==> config.mk <==
export PLATFORM = sky130hd
export DESIGN_NAME = expr_char_class
export DESIGN_NICKNAME = d
export VERILOG_FILES = /design/src/rtl/expr_stream_checker_pkg.sv /design/src/rtl/expr_stream_checker_char_class.sv
export SDC_FILE = /design/constraint.sdc
export NUM_CORES = 1
export LEC_CHECK = 0
export CAP_MARGIN = 0
export CORE_AREA = 2 2 39 41
export DETAILED_ROUTE_END_ITERATION = 10
export DIE_AREA = 0 0 41 43
export GPL_TIMING_DRIVEN = 0
export SLEW_MARGIN = 30
export SYNTH_ARGS = -nofsm -noshare
export SYNTH_HDL_FRONTEND = slang
export SYNTH_SLANG_ARGS = --single-unit
==> constraint.sdc <==
create_clock -name vclk -period 1.05
set_clock_uncertainty 0.1 [all_clocks]
set_input_delay 0.105 -clock vclk [all_inputs]
set_output_delay 0.105 -clock vclk [all_outputs]
set_load 0.01 [all_outputs]
==> src/rtl/expr_stream_checker_pkg.sv <==
// Shared state encoding and ASCII constants for the expression stream checker.
package expr_pkg;

    typedef enum logic [1:0] {
        EXP_OPND = 2'b00,
        IN_NUM   = 2'b01,
        OPND_END = 2'b10,
        ERR      = 2'b11
    } state_t;

    localparam logic [7:0] CH_LP  = 8'h28;
    localparam logic [7:0] CH_RP  = 8'h29;
    localparam logic [7:0] CH_EQ  = 8'h3D;
    localparam logic [7:0] CH_SP  = 8'h20;
    localparam logic [7:0] CH_ADD = 8'h2B;
    localparam logic [7:0] CH_SUB = 8'h2D;
    localparam logic [7:0] CH_MUL = 8'h2A;
    localparam logic [7:0] CH_DIV = 8'h2F;
    localparam logic [7:0] CH_0   = 8'h30;
    localparam logic [7:0] CH_9   = 8'h39;

    localparam int DCNT_W = 4;

endpackage

==> src/rtl/expr_stream_checker_char_class.sv <==
// One-hot classification of an incoming ASCII byte.
module expr_char_class
    import expr_pkg::*;
#(
    parameter bit ALLOW_SPACE = 1'b1
) (
    input  logic [7:0] in,
    output logic       is_digit,
    output logic       is_op,
    output logic       is_lp,
    output logic       is_rp,
    output logic       is_eq,
    output logic       is_sp,
    output logic       is_bad
);
    always_comb begin
        is_digit = (in >= CH_0) && (in <= CH_9);
        is_op    = (in == CH_ADD) || (in == CH_SUB) || (in == CH_MUL) || (in == CH_DIV);
        is_lp    = (in == CH_LP);
        is_rp    = (in == CH_RP);
        is_eq    = (in == CH_EQ);
        is_sp    = ALLOW_SPACE && (in == CH_SP);
        is_bad   = !(is_digit || is_op || is_lp || is_rp || is_eq || is_sp);
    end
endmodule

==> flow_metrics.tcl, run 1 <==
set metrics [dict create \
    end_kind "primary output" \
    io_pins 15 \
    p_int_uw 65.01 \
    ant_nets 0 \
    drv_slew 0 \
    synthTopCellsByArea "nor3b_2 (9.2%), a21oi_1 (7.3%), mux2i_1 (7.3%)" \
    share_seq_of_total_power_pct 0 \
    nNetsFinal 51 \
    wl_met2_um 256 \
    grt-ovfl-total 0 \
    final_cell_area_um2 374.1 \
    grtUsageTotal_pct 5.894 \
    nClkBuffers 0 \
    dr.max_layer_used "met3" \
    ys_types 18 \
    routed_via_density 4.175 \
    finalCritPeriodShare_pct 114.0 \
    drt_first_pass_iters 3 \
    core-area_um2 1384 \
    crit_type "input pin to primary output" \
    switchingPower_uw 44.26 \
    period_needed_ns 1.197 \
    placed_area_um2 312.8 \
    grt_pass1_wl_um 814 \
    synth_top_area_cell "nor3b_2" \
    die_area_um2 1763 \
    synth.avg_cell_area_um2 6.494 \
    rsz0062_at_grt "true" \
    synth_seq_area_share_pct 0 \
    die_h_um 43 \
    seqCellArea_um2 0 \
    hold_violations 0 \
    setup_viol 4 \
    p_sw_share_pct 40.51 \
    drive_above_1_share_pct 73.17 \
    power_leakage_uw 0.0001621 \
    n_antenna_cell 0 \
    start_util_pct 9.855 \
    cts_hold_buf 0 \
    syn_nets 29 \
    drt-initial-drc-count 1 \
    routed_wl_um 597 \
    io_buffers 15 \
    timing.fmax_mhz 835.6 \
    cp.required_ns 0.84 \
    num_rows 14 \
    cap_violations 0 \
    crit_arrival_ns 0.99 \
    synth_top_area_share_pct 9.174 \
    synth_warnings 0 \
    cp_max_fo 3 \
    wl_met1_um 282 \
    gp_congestion 0.6322 \
    clock_power_share_pct 0 \
    outcome "finished with violations" \
    vias 238 \
    worst_hold_path_type "input pin to primary output" \
    tightestPinTransition_ns 0.1573 \
    drc 0 \
    netlist_instances 21 \
    power.density_nw_per_um2 292.1 \
    grt_pass1_vias 216 \
    antenna_found_initial 0 \
    critPathLaunchType "input pin" \
    violations "setup timing" \
    fp.dieW_um 41 \
    grt_max_degree 9 \
    vdd_drop_max_v 0.00006079 \
    dpl.hpwl_um 388.8 \
    wire_per_inst_um 10.47 \
    comb_power_share_pct 100.0 \
    fin_ws_ns -0.1467 \
    utilization_pct 27.03 \
    wl_met3_um 57 \
    relSlewSlack_pct 89.21 \
    netlist_area_um2 136.4 \
    layout_common_cells "buf_2 (6), buf_4 (5), buf_6 (5), buf_8 (3), nand2_1 (2)" \
    seq_cells 0 \
    layout_commonest_cell "buf_2" \
    area_growth_pct 174.3 \
]
==> cells by family (layout without fill, tap and decap cells) <==
group	count (synthesis)	in the layout	share of synthesized area [%]
AND/OR/NAND/NOR	16	16	76.17
buffers and inverters	0	20	0
AO/OA/AOI/OAI	4	4	16.51
multiplexers	1	1	7.340
==> metal layers <==
layer	vias to the layer above	track usage, %
met5	-	0
met4	0	0
met3	0	0.5236
li1	124	-
met1	102	8.861
met2	12	9.375
==> synthesized netlist by cell type (all sizes together) <==
cell and instances:
a21oi 2, nand2 2, nor2 2, nor3 2
and3 1, mux2i 1, nand2b 1, nand3b 1
nand4 1, nor2b 1, nor3b 1, nor4 1
nor4b 1, o21ai 1, o31ai 1, or2 1
or4 1
==> critical path, stage by stage <==
cell      delay, ns
buf_8          0.10
nor3b_4        0.20
nand3b_1       0.17
nor4b_2        0.24
buf_2          0.17
==> layout make-up <==
cell class	instances	area, um2
tap	16	20.02
fill	159	1010
multi-input combinational	21	180.2
timing repair buffer	20	173.9
==> through the flow <==
step           hold slack, ns  TNS (ns)  total power [uW]  cells  worst slack (ns)
2_1_floorplan          0.1432         0             22.61     21           0.02996
5_1_grt                0.4039   -0.7195             117.1     57           -0.1987
6_report               0.3860   -0.4570             109.3     57           -0.1467
3_3_place_gp            1.139    -6.252             75.90     52            -1.041
4_1_cts                0.4255   -0.5477             93.49     57           -0.1610
3_5_place_dp            1.135    -6.200             76.66     52            -1.038
==> final timing paths <==
check             slack (ns)  cells past startpoint   from    end
setup / recovery       -0.15                      5  in[7]  is_rp
hold / removal          0.39                      3  in[1]  is_sp
==> power groups by stage <==
stage | logic [uW] | registers [uW] | clock network (uW)
finish | 109 | 0 | 0
global route | 117 | 0 | 0
CTS | 93.5 | 0 | 0
detailed placement | 76.7 | 0 | 0
global placement | 75.9 | 0 | 0
floorplan | 22.6 | 0 | 0
==> what timing repair did <==
item                                    CTS  global route
resized for setup                        75            11
endpoints found under the hold margin     0             0
endpoints found under the setup margin    7             6
setup buffers                             5             1
pin swaps                                 8             8
No activity file was read; power rests on OpenSTA's default activity.
==> run 2, diff against run 1 <==
- RECOVER_POWER: unset -> 100
- clock period: 1.05 -> 1.2 ns (I/O delays scaled with it)
==> run 2 against run 1 <==
Effect of this change:
- the flow still finishes with violations (setup timing)
- flip-flop and latch count did not move
- non-clock buffer count fell by 1
- via count rose by 2.1%
- power fell by 27%
- combinational power fell by 27%
- worst setup slack improved by 0.13 ns
- global-route usage rose by 0.60 points
- critical endpoint unchanged
- largest power group unchanged
==> flow_metrics.tcl, run 2 (synthesis gave the netlist of run 1 again) <==
set metrics [dict create \
    die_h_um 43 \
    seqCellArea_um2 0 \
    num_rows 14 \
    routed_via_density 4.339 \
    timing.fmax_mhz 820.6 \
    grt_max_degree 9 \
    start_util_pct 9.855 \
    drive_above_1_share_pct 57.50 \
    nNetsFinal 50 \
    fp.dieW_um 41 \
    drc 0 \
    cp_max_fo 3 \
    hold_violations 0 \
    die_area_um2 1763 \
    fill_cells 159 \
    drt_first_pass_iters 1 \
    vias 243 \
    layout_common_cells "buf_2 (6), buf_4 (6)" \
    io_buffers 15 \
    place_ws_ns -0.9428 \
    power.density_nw_per_um2 246.5 \
    grt_pass1_vias 222 \
    core-area_um2 1384 \
    crit_path_cell_trace "buf_6, nor3b_4, nand3b_1, nor4b_2, buf_2" \
    vdd_drop_max_v 0.00004377 \
    hold_ws_ns 0.4557 \
    relSlewSlack_pct 87.59 \
    finalCritPeriodShare_pct 101.5 \
    antenna_found_initial 0 \
    area_growth_pct 137.6 \
    fin_ws_ns -0.01855 \
    gp_congestion 0.5449 \
    path_delay_family "simple AND/OR/NAND/NOR gates" \
    period_needed_ns 1.219 \
    routed_wl_um 610 \
    slowest_delay_ns 0.23 \
    cts_hold_buf 0 \
    grt-ovfl-total 0 \
    nClkBuffers 0 \
    grt_pass1_wl_um 862 \
    crit_arrival_ns 1.00 \
    critPathLaunchType "input pin" \
    wire_per_inst_um 10.89 \
    path_depth 5 \
    slowest_stage "nor4b_2" \
    grtUsageTotal_pct 6.494 \
    cp.required_ns 0.98 \
    cap_violations 0 \
    crit_type "input pin to primary output" \
    drt-initial-drc-count 0 \
    n_antenna_cell 0 \
    worstSetupStartpoint "in[6]" \
    setup_viol 1 \
    tightestPinTransition_ns 0.1845 \
    power_leakage_uw 0.0001444 \
    ant_nets 0 \
    worst_hold_path_type "input pin to primary output" \
    cp-endpoint "is_rp" \
    violations "setup timing" \
    drv_slew 0 \
    io_pins 15 \
    end_kind "primary output" \
    rsz0062_at_grt "true" \
    outcome "finished with violations" \
    hp-start "in[1]" \
    seq_cells 0 \
    cp_num_buf_inv 2 \
]
run 2: cell count changes in the layout (fill, tap and decap cells not counted), sizes merged:
cell,change
buf,-3
dlygate4sd2,+1
clkbuf,+1
run 2: area by class of cell:
cell class | count | area, um2 | share of cell area [%]
multi-input cells | 21 | 158.9 | 49.03
well taps | 16 | 20.02 | 6.178
repair buffers | 19 | 145.1 | 44.79
run 2: power breakdown:
part | internal, uW | leakage, uW | switching (uW)
clock | 0 | 0 | 0
combinational | 45.1 | 0.000144 | 34.8
sequential | 0 | 0 | 0
run 2: how the worst min path moves through the flow:
| stage | end | depth (start not counted) | slack (ns) |
|---|---|---|---|
| after floorplan | is_sp | 1 | 0.17 |
| after global placement | is_sp | 4 | 1.16 |
| after detailed placement | is_sp | 4 | 1.17 |
| after CTS | is_sp | 3 | 0.46 |
| after global routing | is_sp | 4 | 0.48 |
| final | is_sp | 3 | 0.46 |
run 2: timing repair:
action                                  4_1_cts  5_1_grt
hold endpoints to repair                      0        0
gates resized for setup                      70        5
gates cloned                                  0        0
pin swaps                                     6        3
endpoints found under the setup margin        7        5
setup buffers                                 4        0
run 2: per-stage QoR:
step           setup TNS (ns)  util (%)  area, um2  cells  total power [uW]
6_report             -0.01855     23.42      324.1     56             79.89
5_1_grt               -0.1522     23.42      324.1     56             85.93
4_1_cts              -0.08277     24.23      335.3     56             79.81
3_5_place_dp           -5.300     22.15      306.5     52             66.36
3_3_place_gp           -5.214     22.15      306.5     52             66.03
2_1_floorplan               0         -      136.4     21             19.44
run 2: tightest hold or removal path, stage by stage:
cell and delay [ns]:
buf_4 0.14, nor3_2 0.05, buf_2 0.12
run 2: per-layer routing:
metal	vias to the layer above	share of wire, %	track usage (%)
met5	-	0	0
met4	0	0	0
met3	0	10	0.5236
met2	10	54	14.06
met1	113	35	6.013
li1	120	-	-
